==> src/rtl/hazard_sb.sv <==
// Pipeline hazard controller: per-stage pause/bubble and PC hold from memory freeze,
// flush requests, load-use hazards and a multi-cycle register scoreboard.
module hazard_sb #(
    parameter int unsigned NSTAGE    = 4,
    parameter int unsigned NREG      = 32,
    parameter int unsigned REGW      = 5,
    parameter int unsigned LOAD_LAT  = 1,
    parameter int unsigned SB_BYPASS = 0,
    parameter int unsigned PERFW     = 32
) (
    input  logic              clk,
    input  logic              rst,
    input  logic [NSTAGE-1:0] flush_req,
    input  logic              redirect,
    input  logic              mem_busy,
    input  logic              ex_load,
    input  logic [REGW-1:0]   ex_rd,
    input  logic [REGW-1:0]   id_rs1,
    input  logic [REGW-1:0]   id_rs2,
    input  logic              id_rs1_used,
    input  logic              id_rs2_used,
    input  logic [REGW-1:0]   id_rd,
    input  logic              id_wr,
    input  logic              mc_issue,
    input  logic [REGW-1:0]   mc_rd,
    input  logic              mc_done,
    input  logic [REGW-1:0]   mc_done_rd,
    output logic              pc_pause,
    output logic [NSTAGE-1:0] pipe_pause,
    output logic [NSTAGE-1:0] pipe_bubble,
    output logic [NREG-1:0]   sb_busy,
    output logic [PERFW-1:0]  stall_cnt
);

    localparam int unsigned CNTW = 3;

    logic [CNTW-1:0]   ld_cnt_q, ld_cnt_d;
    logic [REGW-1:0]   ld_rd_q, ld_rd_d;
    logic [NREG-1:0]   sb_q, sb_d, sb_view;
    logic [PERFW-1:0]  stall_q, stall_d;
    logic [NSTAGE-1:0] flush_vec, flush_mask;
    logic              flush_any, load_hz, hold_hz, sb_hz, data_hz;

    function automatic logic src_hit(input logic [REGW-1:0] r,
                                     input logic [REGW-1:0] rs1,
                                     input logic [REGW-1:0] rs2,
                                     input logic            use1,
                                     input logic            use2);
        return (r != '0) && ((use1 && (rs1 == r)) || (use2 && (rs2 == r)));
    endfunction

    assign load_hz = ex_load && src_hit(ex_rd, id_rs1, id_rs2, id_rs1_used, id_rs2_used);
    assign hold_hz = (ld_cnt_q != '0) &&
                     src_hit(ld_rd_q, id_rs1, id_rs2, id_rs1_used, id_rs2_used);

    always_comb begin
        sb_view = sb_q;
        if (SB_BYPASS != 0 && mc_done) begin
            sb_view[mc_done_rd] = 1'b0;
        end
    end

    assign sb_hz = (id_rs1_used && (id_rs1 != '0) && sb_view[id_rs1]) ||
                   (id_rs2_used && (id_rs2 != '0) && sb_view[id_rs2]) ||
                   (id_wr && (id_rd != '0) && sb_view[id_rd]);
    assign data_hz = load_hz || hold_hz || sb_hz;

    // Bubble every stage from the oldest requester up to IF/ID.
    always_comb begin : p_flush
        logic acc;
        flush_vec = flush_req | (NSTAGE'(redirect) << (NSTAGE - 2));
        acc = 1'b0;
        for (int i = 0; i < NSTAGE; i++) begin
            acc           = acc | flush_vec[i];
            flush_mask[i] = acc;
        end
    end
    assign flush_any = |flush_vec;

    always_comb begin
        pc_pause    = 1'b0;
        pipe_pause  = '0;
        pipe_bubble = '0;
        if (mem_busy) begin
            pc_pause   = 1'b1;
            pipe_pause = '1;
        end else if (flush_any) begin
            pc_pause    = 1'b1;
            pipe_bubble = flush_mask;
        end else if (data_hz) begin
            pc_pause                = 1'b1;
            pipe_pause[NSTAGE-1]    = 1'b1;
            pipe_bubble[NSTAGE-2]   = 1'b1;
        end
    end

    // Load countdown freezes with the pipe; a flush kills the pending load.
    always_comb begin
        ld_cnt_d = ld_cnt_q;
        ld_rd_d  = ld_rd_q;
        if (!mem_busy) begin
            if (flush_any) begin
                ld_cnt_d = '0;
            end else if (load_hz && (LOAD_LAT > 1)) begin
                ld_cnt_d = CNTW'(LOAD_LAT - 1);
                ld_rd_d  = ex_rd;
            end else if (ld_cnt_q != '0) begin
                ld_cnt_d = ld_cnt_q - CNTW'(1);
            end
        end
    end

    // Set after clear so a same-register issue wins over a write-back.
    always_comb begin
        sb_d = sb_q;
        if (mc_done) begin
            sb_d[mc_done_rd] = 1'b0;
        end
        if (mc_issue && (mc_rd != '0) && !pc_pause) begin
            sb_d[mc_rd] = 1'b1;
        end
    end

    assign stall_d = (pc_pause && (stall_q != '1)) ? stall_q + PERFW'(1) : stall_q;

    always_ff @(posedge clk) begin
        if (rst) begin
            ld_cnt_q <= '0;
            ld_rd_q  <= '0;
            sb_q     <= '0;
            stall_q  <= '0;
        end else begin
            ld_cnt_q <= ld_cnt_d;
            ld_rd_q  <= ld_rd_d;
            sb_q     <= sb_d;
            stall_q  <= stall_d;
        end
    end

    assign sb_busy   = sb_q;
    assign stall_cnt = stall_q;

endmodule
==> config.mk <==
export PLATFORM = sky130hd
export DESIGN_NAME = hazard_sb
export DESIGN_NICKNAME = d
export VERILOG_FILES = /design/src/rtl/hazard_sb.sv
export SDC_FILE = /design/constraint.sdc
export NUM_CORES = 1
export LEC_CHECK = 0
export BUFFER_PORTS_ARGS = -buffer_cell sky130_fd_sc_hd__buf_2
export CAP_MARGIN = 5
export CORE_UTILIZATION = 35
export CTS_BUF_LIST = sky130_fd_sc_hd__clkbuf_8
export CTS_CLUSTER_SIZE = 24
export DETAILED_ROUTE_END_ITERATION = 6
export PLACE_DENSITY = 0.59
export SYNTH_ARGS = -nofsm -noshare
export SYNTH_HDL_FRONTEND = slang
export SYNTH_SLANG_ARGS = --single-unit
==> constraint.sdc <==
create_clock -name clk -period 8.5 [get_ports clk]
set_clock_uncertainty 0.2 [all_clocks]
set_input_delay 1.275 -clock clk [delete_from_list [all_inputs] [get_ports clk]]
set_output_delay 1.275 -clock clk [all_outputs]
set_load 0.05 [all_outputs]
==> summary.txt, run 1 <==
Status -> complete, no violations
Nature of the critical path endpoint -> output pin
XOR/XNOR Fraction of Synth Area -> 2.01%
Placed inst area -> 0.00502 mm2
Final min period -> 5.79 ns
CP Data Required Time -> 7.03 ns
GRT Overall Usage -> 21.2%
Pre-antenna DRT Iters -> 4
Post-CTS Setup Inserts -> 0
Distinct cells, synth -> 55
Slew @ Worst Pin -> 0.887 ns
Crit path kind -> in2out
Die Wd -> 114 um
Height of the die -> 114 um
Crit path depth -> 9
Post-synthesis mux area share -> 15.6%
Post-Syn Area -> 0.00437 mm2
Post-synth EDFFs -> 0
H-tree Lvls -> 3
Placer Congestion -> 0.857
Cell count after synthesis -> 517
Synth async-reset ratio -> 0%
CTS buffer count -> 9
Post-CTS sizing -> 0
Crit path DAT -> 4.32 ns
Final antenna-violating net count -> 0
Setup tns final -> 0 ns
Highest clock rate -> 173 MHz
#FFs+latches synth -> 64
Period utilisation layout -> 68.1%
Average wire per standard cell -> 17.2 um
Worst setup path start -> id_rs2[0]
CP cell instances -> buf_2 -> mux4_2 -> mux2_2 -> a2111o_1 -> a32oi_1 -> and4_1 -> inv_2 -> buf_4 -> buf_2
DRC viols -> 0
Post-layout instance area -> 0.00519 mm2
CTS tree -> built
Worst VDD drop -> 0.0000712 V
I/O Buffers -> 116
Largest net degree at the start of global routing -> 88
Row count -> 40
RSZ-0062 raised after global routing -> no
Hpwl dp -> 9860 um
Setup ws final -> 2.71 ns
CTS clock-pin slew for the worst setup and hold paths -> 0.06 ns
Avg Synthesized Cell Area -> 8.45 um2
Bufs and invs on worst path -> 4
Core area -> 0.0121 mm2
Layout cells sized above 1 -> 31.0%
Final core utilization -> 43.1%
CTS Buffer Depth -> 2
Vias in the first global route -> 4094
Grt total ovfl -> 0
Syn_nets -> 562
Worst min path class -> reg2reg
Initial Util -> 36.2%
Synthesis warning total -> 0
WHS -> 0.346 ns
WHS Path Cells -> 2
Most common cell on crit path -> buf_2
Cts hold-fix bufs -> 0
CP max stage delay -> 0.59 ns
Most common cell after layout, fill and taps aside -> buf_2
Total Wirelength -> 13500 um
Reg2reg end -> sb_busy[24]
Critical R2R Launch -> sb_busy[8]
Fill cell count -> 1219
Synth Area in Adders -> 0.287%
Slowest CP cell -> and4_1
Worst setup path end -> pc_pause
Leakage -> 2.04 nW
Ys flop type -> dfxtp_1
Clk sinks -> 64
Crit path max-delay family -> buffers and inverters
Combinational family with the most area after synthesis -> simple AND/OR/NAND/NOR gates
Worst slack at placement -> 2.74 ns
DIE AREA -> 0.0129 mm2
Max transition margin -> 40.4%
Insertion delay to the later sink of the worst-skew pair -> 0.36 ns
Final hold violation count -> 0
Clk root buf -> clkbuf_8
Worst reg-to-reg setup slack -> 4.51 ns
R2R depth -> 9
Layout Nets -> 659
I/O pin count -> 117
Antenna violations before repair -> 0
Max Fanout on Critical Path -> 59
Final setup violation count -> 0
Layout area overhead -> 18.9%
CP Launch Type -> input port
Vias -> 4441
Max cap viols -> 0
Seq/Total Area, Yosys -> 29.3%
Global-route wire length before repair -> 21500 um
Power Density -> 119 mW/mm2
Synth Area in Simple Gates -> 31.2%
DR iter-0 viols -> 326
Synth Area in Compound Gates -> 17.4%
Commonest non-fill, non-tap cells in the layout -> buf_2 (116), dfxtp_1 (64), nand2_1 (39), nor2_1 (36), nor2b_1 (34)
# diodes -> 0
Vias per cell -> 5.64
Max-slew violation count -> 0
[state kept, by name, summed over array words and instances (netlist names)]
register,cells
sb_busy,32
stall_cnt,32
[power by group]
part / switching [mW] / total (mW) / internal [mW]
combinational: 0.0534 / 0.0834 / 0.0299
clock: 0.120 / 0.232 / 0.111
sequential: 0.00197 / 0.303 / 0.301
total: 0.176 / 0.618 / 0.442
[worst min path at each step]
stage	start	to	slack [ns]
after floorplan	sb_busy[0]	sb_busy[0]	0.50
after global placement	stall_cnt[14]	stall_cnt[14]	0.32
after detailed placement	stall_cnt[14]	stall_cnt[14]	0.33
after CTS	stall_cnt[14]	stall_cnt[14]	0.34
after global routing	sb_busy[0]	sb_busy[0]	0.38
final	stall_cnt[16]	stall_cnt[16]	0.35
[synth_stat cells, types with 2 or more instances]
cell type / number / area [um2]
buf_1: 5 / 18.8
or2_2: 2 / 12.5
nor2_1: 36 / 135
or4_1: 4 / 30.0
nand4_1: 16 / 100
mux2_2: 13 / 146
o31ai_1: 17 / 128
a2111o_1: 2 / 22.5
clkbuf_1: 17 / 63.8
inv_1: 8 / 30.0
nor4_1: 7 / 43.8
nor3_1: 13 / 65.1
and4_1: 5 / 43.8
a31o_2: 13 / 114
xnor2_1: 10 / 87.6
and2_1: 2 / 12.5
buf_4: 5 / 37.5
nand3b_1: 22 / 165
a21oi_1: 25 / 125
mux4_2: 17 / 383
or3_1: 8 / 50.1
dfxtp_1: 64 / 1280
a21o_1: 3 / 22.5
and3_1: 8 / 50.1
nor2b_1: 34 / 213
o22ai_1: 3 / 18.8
nor3b_1: 5 / 37.5
nand4b_1: 2 / 17.5
o21ai_0: 31 / 155
o21ai_2: 7 / 61.3
or3b_2: 3 / 26.3
nand3_1: 20 / 100
buf_2: 4 / 20.0
nand2_1: 39 / 146
nand2b_1: 13 / 81.3
mux2i_1: 15 / 150
[worst register-to-register path, cell delays in order, from the launching register on]
cell and delay (ns):
dfxtp_1 0.41, mux4_2 0.50, a32o_1 0.26, or4_1 0.41, a32oi_1 0.30, and4_1 0.59
inv_2 0.05, buf_4 0.33, or4b_4 0.72, o21ai_2 0.17
[per-layer routing]
layer / track usage, % / vias up / part of all wire [%]
met5: 0 / - / 0
met3: 2.92 / 31 / 5.7
li1: - / 2140 / -
met4: 8.86 / 0 / 2.6
met2: 34.4 / 163 / 46
met1: 28.3 / 2107 / 46
[kinds of logic after synthesis]
family,Yosys count
and+or+nand+nor,242
DFF,64
adders and majority gates,1
AOI/OAI and AO/OA,114
xor gates and xnor gates,10
muxes,45
buffers and inverters,41
[through the flow]
stage	power (mW)	std cells
floorplan	0.365	517
CTS	0.624	787
global route	0.647	787
global placement	0.392	771
detailed placement	0.393	771
finish	0.618	787
[final cells by class]
type	count	area (um2)	share of cell area, %
clock buffer	10	138	2.65
clock inverter	6	35.0	0.675
inverter	9	33.8	0.650
sequential	64	1280	24.7
multi-input combinational	412	2900	55.8
timing repair buffer	118	596	11.5
tap	168	210	4.05
Note: power is estimated with default switching activity, not from simulation.
==> inputs of run 2 (changes only) <==
- PLACE_DENSITY: 0.59 -> 0.61
- clock period: 8.5 -> 4.9 ns (I/O delays scaled with it)
==> summary.txt, run 2 (synthesized netlist as in run 1, its figures left out) <==
Status -> complete, no violations
I/O pin count -> 117 (unchanged)
Layout cells sized above 1 -> 31.1% (+0.11 points)
Core area -> 0.0121 mm2 (unchanged)
DRC viols -> 0 (unchanged)
Max transition margin -> 35.1% (-5.4 points)
Cts hold-fix bufs -> 0 (unchanged)
Vias per cell -> 5.72 (+1.4%)
Final min period -> 4.30 ns
Period utilisation layout -> 87.8%
Hold Path Sink -> stall_cnt[16]
Hold Crit Start -> stall_cnt[16]
Vias in the first global route -> 4138 (+1.1%)
Max Fanout on Critical Path -> 33 (-44%)
Layout Nets -> 660 (+0.15%)
Clk sinks -> 64 (unchanged)
Final hold violation count -> 0 (unchanged)
CTS Buffer Depth -> 2 (unchanged)
Insertion delay to the later sink of the worst-skew pair -> 0.35 ns (about the same)
Global-route wire length before repair -> 21100 um (-1.9%)
DR iter-0 viols -> 245 (-25%)
Average wire per standard cell -> 17.0 um (-1.3%)
Die Wd -> 114 um (unchanged)
Commonest non-fill, non-tap cells in the layout -> buf_2 (116), dfxtp_1 (64), nand2_1 (39), nor2_1 (36), nor2b_1 (34)
Reg2reg end -> sb_busy[8]
R2R depth -> 8 (-1)
Layout area overhead -> 20.2%
Fill cell count -> 1209 (-0.82%)
Critical R2R Launch -> sb_busy[14]
Antenna violations before repair -> 0 (unchanged)
Largest net degree at the start of global routing -> 59 (-33%)
Post-CTS Setup Inserts -> 0 (unchanged)
Total Wirelength -> 13400 um (-1.1%)
WHS Path Cells -> 2 (unchanged)
CTS buffer count -> 9 (unchanged)
Max cap viols -> 0 (unchanged)
Final setup violation count -> 0 (unchanged)
Dpl cells -> 772 (+0.13%)
Slew @ Worst Pin -> 0.974 ns (+0.0872 ns)
I/O Buffers -> 116 (unchanged)
Setup tns final -> 0 ns (unchanged)
DIE AREA -> 0.0129 mm2 (unchanged)
CTS tree -> built
Crit path DAT -> 3.37 ns (-0.95 ns)
Height of the die -> 114 um (unchanged)
Hpwl dp -> 9910 um (+0.54%)
WHS -> 0.318 ns (-0.0282 ns)
Crit path kind -> in2out
Grt total ovfl -> 0 (unchanged)
Worst reg-to-reg setup slack -> 1.40 ns (-3.11 ns)
Most common cell after layout, fill and taps aside -> buf_2
Post-CTS sizing -> 0 (unchanged)
Worst VDD drop -> 0.000146 V (+100%)
Final antenna-violating net count -> 0 (unchanged)
Cell Count, Final, Fillers Out -> 788 (+0.13%)
H-tree Lvls -> 3 (unchanged)
Nature of the critical path endpoint -> output pin
CP Launch Type -> input port
CP Data Required Time -> 3.96 ns (-3.07 ns)
Row count -> 40 (unchanged)
RSZ-0062 raised after global routing -> no
Leakage -> 2.07 nW (+1.5%)
Placer Congestion -> 0.943 (+9.9%)
Worst min path class -> reg2reg
Pre-antenna DRT Iters -> 5 (+1)
Vias -> 4510 (+1.6%)
Clk root buf -> clkbuf_8
# diodes -> 0 (unchanged)
Power Density -> 225 mW/mm2 (+89%)
Initial Util -> 36.2% (unchanged)
Max-slew violation count -> 0 (unchanged)
GRT Overall Usage -> 20.8% (-0.44 points)
CTS clock-pin slew for the worst setup and hold paths -> 0.07 ns (about the same)
Highest clock rate -> 232 MHz
[run 2: routing by layer]
| layer | share of wire (%) | global-route usage [%] |
|---|---|---|
| met3 | 7.7 | 4.89 |
| met5 | 0 | 0 |
| met1 | 44 | 26.8 |
| met2 | 46 | 33.6 |
| met4 | 2.2 | 7.81 |
[run 2: area by class of cell]
| class | instances | area, um2 | area share, % |
|---|---|---|---|
| clock buffer | 10 | 138 | 2.62 |
| clock inverter | 6 | 82.6 | 1.57 |
| inverter | 9 | 33.8 | 0.644 |
| multi-input combinational | 412 | 2900 | 55.3 |
| sequential | 64 | 1280 | 24.4 |
| tap | 168 | 210 | 4.00 |
| timing repair buffer | 119 | 603 | 11.5 |
[run 2: worst max-delay path, stage by stage]
cell	delay, ns
buf_2	0.28
mux4_2	0.54
mux2_2	0.27
a2111o_1	0.42
a32oi_1	0.25
and4_1	0.29
inv_2	0.25
buf_2	0.31
[run 2: worst max path at each step]
stage	from	to	slack, ns	depth (start not counted)
2_1_floorplan	id_rs2[1]	pc_pause	0.76	10
3_3_place_gp	id_rs2[0]	pc_pause	0.64	8
3_5_place_dp	id_rs2[0]	pc_pause	0.61	8
4_1_cts	id_rs2[0]	pc_pause	0.60	8
5_1_grt	id_rs2[0]	pc_pause	0.49	8
6_report	id_rs2[0]	pc_pause	0.60	8
[run 2: where the power goes]
group / switching [mW] / internal (mW) / leakage [nW] / total, mW
registers: 0.00295 / 0.522 / 0.516 / 0.525
logic: 0.0933 / 0.0519 / 1.44 / 0.145
clock network: 0.212 / 0.298 / 0.112 / 0.510
[run 2: per-stage QoR]
| stage | setup WS, ns | power (mW) | area [um2] | utilization (%) |
|---|---|---|---|---|
| after floorplan | 0.763 | 0.634 | 4370 | - |
| after global placement | 0.642 | 0.678 | 5030 | 41.7 |
| after detailed placement | 0.610 | 0.682 | 5030 | 41.7 |
| after CTS | 0.596 | 1.19 | 5250 | 43.5 |
| after global routing | 0.492 | 1.23 | 5250 | 43.5 |
| final | 0.597 | 1.18 | 5250 | 43.5 |
